`src/rtl/rs_syndrome_if.sv`:
```
// rs_syndrome_if: symbol stream in, syndrome set out, for the RS(255,239)
// receive front end.
//   master : symbol source; drives din/din_valid/din_sop and observes results
//   slave  : syndrome block; consumes symbols and drives syn/syn_valid/
//            syn_nz/frame_err
// syn carries 16 syndromes, S_j in bits [8j+7:8j].
interface rs_syndrome_if;
    logic [7:0]   din;
    logic         din_valid;
    logic         din_sop;
    logic [127:0] syn;
    logic         syn_valid;
    logic         syn_nz;
    logic         frame_err;

    modport master (
        output din, din_valid, din_sop,
        input  syn, syn_valid, syn_nz, frame_err
    );

    modport slave (
        input  din, din_valid, din_sop,
        output syn, syn_valid, syn_nz, frame_err
    );
endinterface

```
`src/rtl/rs_syndrome.sv`:
```
// rs_syndrome: RS(255,239) syndrome calculator over GF(2^8), poly 0x11D.
// Symbols arrive highest degree first; accumulator j runs Horner's rule
// with the constant alpha^j, so after N symbols acc_j = r(alpha^j).
// Ports:
//   clk  - rising-edge clock
//   rst  - asynchronous, active-high reset
//   bus  - rs_syndrome_if.slave: din/din_valid/din_sop in;
//          syn (16 x 8 bit), syn_valid, syn_nz, frame_err out (all registered)
module rs_syndrome #(
    parameter int N    = 255,
    parameter int NSYN = 16
) (
    input  logic          clk,
    input  logic          rst,
    rs_syndrome_if.slave  bus
);

    localparam int                CNT_W    = $clog2(N);
    localparam logic [CNT_W-1:0]  CNT_ZERO = CNT_W'(0);
    localparam logic [CNT_W-1:0]  CNT_ONE  = CNT_W'(1);
    localparam logic [CNT_W-1:0]  CNT_LAST = CNT_W'(N - 1);

    typedef enum logic [0:0] {
        ST_IDLE  = 1'b0,
        ST_FRAME = 1'b1
    } state_t;

    // Multiply by alpha: shift left, fold x^8 back as x^4+x^3+x^2+1.
    function automatic logic [7:0] mul_alpha(input logic [7:0] x);
        return {x[6:0], 1'b0} ^ (x[7] ? 8'h1d : 8'h00);
    endfunction

    // Multiply by alpha^pw; pw is always an elaboration constant here, so
    // this collapses to a fixed XOR network.
    function automatic logic [7:0] mul_alpha_pow(input logic [7:0] x,
                                                 input int unsigned pw);
        logic [7:0] r;
        r = x;
        for (int unsigned k = 0; k < pw; k++) begin
            r = mul_alpha(r);
        end
        return r;
    endfunction

    state_t                      state_r, state_s;
    logic [CNT_W-1:0]            cnt_r, cnt_s;
    logic [NSYN-1:0][7:0]        acc_r, acc_s;
    logic [NSYN-1:0][7:0]        horner_s;
    logic [NSYN-1:0][7:0]        syn_r, syn_s;
    logic                        syn_nz_r, syn_nz_s;
    logic                        syn_valid_r, syn_valid_s;
    logic                        frame_err_r, frame_err_s;

    // One Horner step per syndrome: acc_j * alpha^j + din.
    for (genvar j = 0; j < NSYN; j++) begin : g_horner
        assign horner_s[j] = mul_alpha_pow(acc_r[j], j) ^ bus.din;
    end

    // Next-state and next-output logic for frame tracking and accumulation.
    always_comb begin
        state_s     = state_r;
        cnt_s       = cnt_r;
        acc_s       = acc_r;
        syn_s       = syn_r;
        syn_nz_s    = syn_nz_r;
        syn_valid_s = 1'b0;
        frame_err_s = 1'b0;
        if (bus.din_valid) begin
            if (bus.din_sop) begin
                // A sop inside a running frame drops that frame and flags it.
                frame_err_s = (state_r == ST_FRAME) && (cnt_r != CNT_ZERO);
                acc_s       = {NSYN{bus.din}};
                cnt_s       = CNT_ONE;
                state_s     = ST_FRAME;
            end else if (state_r == ST_IDLE) begin
                // Stray symbol outside a frame: flag it, change nothing else.
                frame_err_s = 1'b1;
            end else if (cnt_r == CNT_LAST) begin
                syn_s       = horner_s;
                syn_nz_s    = |horner_s;
                syn_valid_s = 1'b1;
                cnt_s       = CNT_ZERO;
                state_s     = ST_IDLE;
            end else begin
                acc_s = horner_s;
                cnt_s = cnt_r + CNT_ONE;
            end
        end else begin
            // Gap cycle: everything holds.
            state_s = state_r;
        end
    end

    // State and output registers.
    always_ff @(posedge clk or posedge rst) begin
        if (rst) begin
            state_r     <= ST_IDLE;
            cnt_r       <= CNT_ZERO;
            acc_r       <= '0;
            syn_r       <= '0;
            syn_nz_r    <= 1'b0;
            syn_valid_r <= 1'b0;
            frame_err_r <= 1'b0;
        end else begin
            state_r     <= state_s;
            cnt_r       <= cnt_s;
            acc_r       <= acc_s;
            syn_r       <= syn_s;
            syn_nz_r    <= syn_nz_s;
            syn_valid_r <= syn_valid_s;
            frame_err_r <= frame_err_s;
        end
    end

    assign bus.syn       = syn_r;
    assign bus.syn_nz    = syn_nz_r;
    assign bus.syn_valid = syn_valid_r;
    assign bus.frame_err = frame_err_r;

endmodule

```
`src/flat_wrapper.sv`:
```
// flat-port wrapper written by rule: the top's interface ports become plain ports
module rs_syndrome_flat 
#(
    parameter int N    = 255,
    parameter int NSYN = 16
)
  (clk, rst, bus_din, bus_din_valid, bus_din_sop, bus_syn, bus_syn_valid, bus_syn_nz, bus_frame_err);
  rs_syndrome_if bus_i ();
  input  logic clk;
  input  logic rst;
  input wire logic [$bits(bus_i.din)-1:0] bus_din;
  input wire logic [$bits(bus_i.din_valid)-1:0] bus_din_valid;
  input wire logic [$bits(bus_i.din_sop)-1:0] bus_din_sop;
  output wire logic [$bits(bus_i.syn)-1:0] bus_syn;
  output wire logic [$bits(bus_i.syn_valid)-1:0] bus_syn_valid;
  output wire logic [$bits(bus_i.syn_nz)-1:0] bus_syn_nz;
  output wire logic [$bits(bus_i.frame_err)-1:0] bus_frame_err;
  assign bus_i.din = bus_din;
  assign bus_i.din_valid = bus_din_valid;
  assign bus_i.din_sop = bus_din_sop;
  assign bus_syn = bus_i.syn;
  assign bus_syn_valid = bus_i.syn_valid;
  assign bus_syn_nz = bus_i.syn_nz;
  assign bus_frame_err = bus_i.frame_err;
  rs_syndrome #(.N(N), .NSYN(NSYN)) u_core (.clk(clk), .rst(rst), .bus(bus_i));
endmodule
```
`config.mk`:
```
export PLATFORM = sky130hd
export DESIGN_NAME = rs_syndrome_flat
export DESIGN_NICKNAME = d
export VERILOG_FILES = /design/src/rtl/rs_syndrome_if.sv /design/src/rtl/rs_syndrome.sv /design/src/flat_wrapper.sv
export SDC_FILE = /design/constraint.sdc
export NUM_CORES = 1
export LEC_CHECK = 0
export CORE_MARGIN = 3
export CORE_UTILIZATION = 63
export CTS_CLUSTER_SIZE = 12
export DETAILED_ROUTE_END_ITERATION = 8
export PLACE_DENSITY = 0.86
export SLEW_MARGIN = 20
export SYNTH_ARGS = -nofsm -noshare
export SYNTH_HDL_FRONTEND = slang
export SYNTH_SLANG_ARGS = --single-unit
```
`constraint.sdc`:
```
create_clock -name clk -period 19.8 [get_ports clk]
set_clock_uncertainty 0.15 [all_clocks]
set_input_delay 3.96 -clock clk [delete_from_list [all_inputs] [get_ports clk]]
set_output_delay 3.96 -clock clk [all_outputs]
set_load 0.01 [all_outputs]
```
==> flow_summary.json, run 1 <==
{
  "nets": 1770,
  "critical_path_class": "in -> reg",
  "dieArea_um2": 26300,
  "cts.path.max_buffers": 3,
  "synth_top_cell_area_share_pct": 43.6,
  "dp_hpwl_um": 28800,
  "synth-seq-cells": 268,
  "peakVddDrop_mv": 0.0904,
  "path_clk_slew_ps": 60,
  "finalMaxSlewViolations": 0,
  "fmax_mhz": 139,
  "ys_warn_count": 0,
  "die_x_um": 162,
  "yosysMostFrequentCell": "dfrtp_1",
  "grt_usage_pct": 33.6,
  "worstSetupStartpointType": "primary input",
  "cts_sinks": 268,
  "port_buffers": 142,
  "setup-violations-final": 0,
  "hold_viol_final": 0,
  "p_leak_uw": 0.00754,
  "crit_path_end_kind": "flip-flop",
  "cts_resized": 0,
  "synth_nets": 1713,
  "via_per_inst": 6.14,
  "ctsHtreeMaxLevel": 1,
  "yosysTopAreaCell": "dfrtp_1",
  "fp.dieH_um": 162,
  "rows": 56,
  "grt_start_max_net_pins": 126,
  "drt-wirelength-per-cell_um": 21.0,
  "power.total_uw": 3120,
  "synth_edf_count": 0,
  "antenna_found_initial": 1,
  "crit_fanout": 113,
  "synth.avg_cell_area_um2": 9.06,
  "setup-tns-final_ps": 0,
  "rsz0062_at_grt": "false",
  "drc_errors": 0,
  "synthFlopType": "dfrtp_1",
  "synthCells": 1698,
  "synth_area_leaders": "dfrtp_1 44%, xnor2_1 14%, xor2_1 6.4%",
  "outcome": "finished, final reports clean",
  "vias": 12800,
  "fin_crit_sh_pct": 36.3,
  "relSlewSlack_pct": 25.5,
  "crit_arrival_ps": 7500,
  "routed_wl_um": 44000,
  "cts_made_buffers": 28,
  "cts-hold-fix-buffers": 0,
  "clock_latency_ps": 550,
  "maxCapViolCount": 0,
  "postCtsSetupBuffers": 0,
  "grt_pass1_wl_um": 69800,
  "async_flop_share_pct": 100,
  "core_region_area_um2": 23800,
  "ant_nets": 0,
  "diodes": 0,
  "placed_area_um2": 16800,
  "worst_pin_slew_ps": 1120,
  "p_per_area_nw_per_um2": 176,
  "synthTopCellsByCount": "268 x dfrtp_1, 255 x nand2_1, 242 x xnor2_1",
  "grt_overflow_total": 0,
  "synth.distinct_cells": 51,
  "io_pins": 143,
  "final_cell_area_um2": 17700,
  "first_iter_violations": 1839,
  "place_congestion": 0.939,
  "firstDrtPassIters": 7,
  "first_global_vias": 12500,
  "hold_path_class": "reg -> reg",
  "layout-drive-gt1-share_pct": 4.06,
  "cts_root_buffer": "clkbuf_16",
  "syn_area_um2": 15400,
  "period_needed_ps": 7180,
  "area_growth_pct": 15.1,
  "cts_tree": "done",
  "worstPathRequired_ps": 20120,
  "ys_seq_area_share_pct": 43.6,
  "start_util_pct": 64.8
}
## sequential cells by signal, indices dropped and copies added (netlist names)
name / cells
u_core.acc_r: 128
u_core.state_r: 1
u_core.bus.frame_err: 1
u_core.bus.syn: 128
u_core.cnt_r: 8
u_core.bus.syn_valid: 1
u_core.bus.syn_nz: 1
## power breakdown
part           internal (uW)  switching (uW)  total (uW)  leakage, uW
Combinational            691            1040        1730      0.00362
Clock                    314             217         531     0.000443
Sequential               660             192         852      0.00347
## worst max-delay path, stage by stage
cell      delay [ps]
buf_4            360
nor3_1           820
nand2b_4         680
buf_4            900
nor2_1           170
a211o_1          330
a21oi_1          140
## worst paths after layout
| path | from | endpoint | slack (ps) | depth (start not counted) |
|---|---|---|---|---|
| setup reg to reg | u_core.cnt_r[0]$_DFFE_PP0P_ | u_core.acc_r[39]$_DFFE_PP0P_ | 15750 | 9 |
| min in group asynchronous | rst | u_core.bus.syn_valid$_DFF_PP0_ | 3880 | 2 |
| setup / recovery | bus_din_sop | u_core.acc_r[39]$_DFFE_PP0P_ | 12620 | 7 |
| hold / removal | u_core.bus.syn[101]$_DFFE_PP0P_ | u_core.bus.syn[101]$_DFFE_PP0P_ | 320 | 2 |
| hold reg to reg | u_core.bus.syn[101]$_DFFE_PP0P_ | u_core.bus.syn[101]$_DFFE_PP0P_ | 320 | 2 |
| max in group asynchronous | rst | u_core.bus.syn[76]$_DFFE_PP0P_ | 14270 | 3 |
## placed cells by master (no fill, tap or decap), types with 8 or more instances in the layout
cell type,synthesis,final
dfrtp_1,268,268
buf_4,1,15
o21a_1,27,27
nor4_1,10,10
nor3_1,14,14
inv_1,19,18
and3_1,8,8
o211ai_1,24,24
nand2b_1,12,11
clkbuf_16,0,29
a21oi_1,109,109
xnor3_1,18,18
nand4_1,20,20
nand3_1,19,18
o21ai_0,157,157
nor2_1,143,142
clkdlybuf4s50_1,0,136
xnor2_1,242,242
nand2_1,255,255
nor2b_1,23,23
mux2i_1,10,10
and2_1,14,14
clkbuf_1,71,9
xor2_1,113,113
o31ai_1,8,8
## routing by layer
layer | wire, um | vias up | track usage (%)
li1 | - | 5725 | -
met1 | 17400 | 6198 | 47.6
met2 | 19800 | 793 | 51.0
met3 | 4930 | 117 | 6.89
met4 | 1800 | 2 | 13.4
met5 | 11 | - | 0
## through the flow
stage / hold slack [ps] / setup slack, ps / utilization [%] / instances
floorplan: 302 / 8310 / - / 1698
global placement: 299 / 12340 / 70.7 / 2044
global route: 343 / 12470 / 74.5 / 2091
CTS: 326 / 12760 / 74.5 / 2091
detailed placement: 312 / 12230 / 70.7 / 2044
finish: 320 / 12620 / 74.5 / 2091
## cells by family after synthesis
group	Yosys count	synth area share, %
AOI/OAI and AO/OA	355	13.1
xor gates and xnor gates	375	23.1
adders and majority gates	3	0.244
buffers and inverters	151	4.01
DFF	268	43.6
muxes	11	0.724
and+or+nand+nor	535	15.2
## cell type report
class                   count  area [um^2]
multi-input cells        1279         8090
flip-flops and latches    268         6710
fillers                  1640         6050
repair buffers            158         1520
clock buffers              44          842
well taps                 319          399
inverters                  20         85.1
clock inverters             3         65.1
Power figures use the tool's default switching activity.
==> inputs of run 2 (changes only) <==
CORE_UTILIZATION = 53   (was 63)
PLACE_DENSITY = 0.77   (was 0.86)
clock period = 6.4 ns   (was 19.8 ns; I/O delays follow)
==> flow_summary.json, run 2 (synthesized netlist as in run 1, its figures left out) <==
{
  "outcome": "finished, final reports clean",
  "die_x_um": 176,
  "ant_nets": 0,
  "critical_path_class": "in -> reg",
  "finalMaxSlewViolations": 0,
  "dp.cells": 2107,
  "first_global_vias": 12100,
  "core_region_area_um2": 28200,
  "dieArea_um2": 31100,
  "cts_sinks": 268,
  "clock_latency_ps": 550,
  "path_clk_slew_ps": 60,
  "fmax_mhz": 252,
  "grt_overflow_total": 0,
  "cts-hold-fix-buffers": 0,
  "crit_slowest_cell": "inv_1",
  "relSlewSlack_pct": 28.5,
  "hold_path_class": "reg -> reg",
  "grt_usage_pct": 28.4,
  "fp.dieH_um": 176,
  "max_stage_delay_ps": 490,
  "routed_wl_um": 44200,
  "ctsHtreeMaxLevel": 1,
  "p_leak_uw": 0.00759,
  "io_pins": 143,
  "p_per_area_nw_per_um2": 545,
  "fin_crit_sh_pct": 62.0,
  "nets": 1776,
  "rsz0062_at_grt": "false",
  "worstPathRequired_ps": 6660,
  "cts_root_buffer": "clkbuf_16",
  "crit_path_end_kind": "flip-flop",
  "crit_arrival_ps": 4230,
  "cp_cell_sequence": "clkdlybuf4s50_1, buf_4, inv_1, xnor2_1, xor2_1, nor4b_1, nand4_1, nor4_1, a31oi_1",
  "vias": 12600,
  "maxCapViolCount": 0,
  "firstDrtPassIters": 5,
  "worstSetupStartpointType": "primary input",
  "cts_made_buffers": 30,
  "cts.path.max_buffers": 3,
  "place_congestion": 0.949,
  "layout.cells.non_filler": 2159,
  "start_util_pct": 54.6,
  "first_iter_violations": 1359,
  "grt_start_max_net_pins": 161,
  "worst_pin_slew_ps": 1070,
  "diodes": 0,
  "grt_pass1_wl_um": 69600,
  "setup-violations-final": 0,
  "peakVddDrop_mv": 0.330,
  "postCtsSetupBuffers": 0,
  "cts_resized": 0,
  "drc_errors": 0,
  "drt-wirelength-per-cell_um": 20.5,
  "final_cell_mix": "268 x dfrtp_1, 255 x nand2_1, 242 x xnor2_1",
  "layout_commonest_cell": "dfrtp_1",
  "period_needed_ps": 3970,
  "hold_viol_final": 0,
  "port_buffers": 142,
  "dp_hpwl_um": 30200,
  "layout-drive-gt1-share_pct": 4.60,
  "crit_fanout": 15,
  "cts_tree": "done",
  "antenna_found_initial": 0,
  "setup-tns-final_ps": 0,
  "rows": 61,
  "area_growth_pct": 16.3,
  "via_per_inst": 5.82
}
## run 2: cell count changes in the layout (fill, tap and decap cells not counted)
cell             previous run  this run
buf_4                      15        19
buf_12                      0         2
clkbuf_8                    6         7
inv_8                       1         0
buf_6                       2         0
clkinv_2                    1         2
buf_2                       5         6
clkdlybuf4s50_1           136       135
clkbuf_16                  29        31
clkinvlp_4                  0         2
## run 2: metrics by stage
stage / util (%) / cell area [um^2] / power (uW) / worst slack (ps) / hold WS, ps
6_report: 63.5 / 17900 / 9750 / 2430 / 309
5_1_grt: 63.5 / 17900 / 10200 / 2040 / 349
4_1_cts: 63.5 / 17900 / 9620 / 2430 / 318
3_5_place_dp: 60.0 / 16900 / 7850 / 1890 / 305
3_3_place_gp: 60.0 / 16900 / 7740 / 2020 / 301
2_1_floorplan: - / 15400 / 6360 / 1430 / 302
## run 2: metal layers
layer,up-vias,share of wire (%),GRT usage (%),wire [um]
li1,5746,-,-,-
met1,6094,43,41.9,19000
met4,0,3.4,9.43,1500
met2,618,44,42.4,19300
met3,100,10,5.29,4410
met5,-,0,0,0
## run 2: path summary, 6_finish.rpt
path,from,to,slack [ps],cells past startpoint
max,bus_din[3],u_core.bus.syn_nz$_DFFE_PP0P_,2430,9
min,u_core.bus.syn[18]$_DFFE_PP0P_,u_core.bus.syn[18]$_DFFE_PP0P_,310,2
max reg2reg,u_core.cnt_r[0]$_DFFE_PP0P_,u_core.bus.syn[27]$_DFFE_PP0P_,2870,9
min reg2reg,u_core.bus.syn[18]$_DFFE_PP0P_,u_core.bus.syn[18]$_DFFE_PP0P_,310,2
max in group asynchronous,rst,u_core.bus.syn[107]$_DFFE_PP0P_,3720,4
min in group asynchronous,rst,u_core.acc_r[55]$_DFFE_PP0P_,1130,3
## run 2: power breakdown
group | total, uW | internal [uW] | switching, uW
Clock | 1730 | 1040 | 689
Sequential | 2630 | 2040 | 589
Combinational | 5390 | 2140 | 3250
Total | 9750 | 5220 | 4530
## run 2: area by class of cell
cell class / instances / area (um^2)
Timing Repair Buffer: 162 / 1560
Fill cell: 2287 / 10300
Clock inverter: 5 / 77.6
Multi-Input combinational cell: 1279 / 8090
Inverter: 20 / 81.3
Tap cell: 378 / 473
Clock buffer: 47 / 906
Sequential cell: 268 / 6710
## run 2: critical path, delay by kind of cell
family          cells  cell delay, ps
simple gates        3             950
buf+inv             3            1270
compound gates      1             110
xor+xnor            2             600
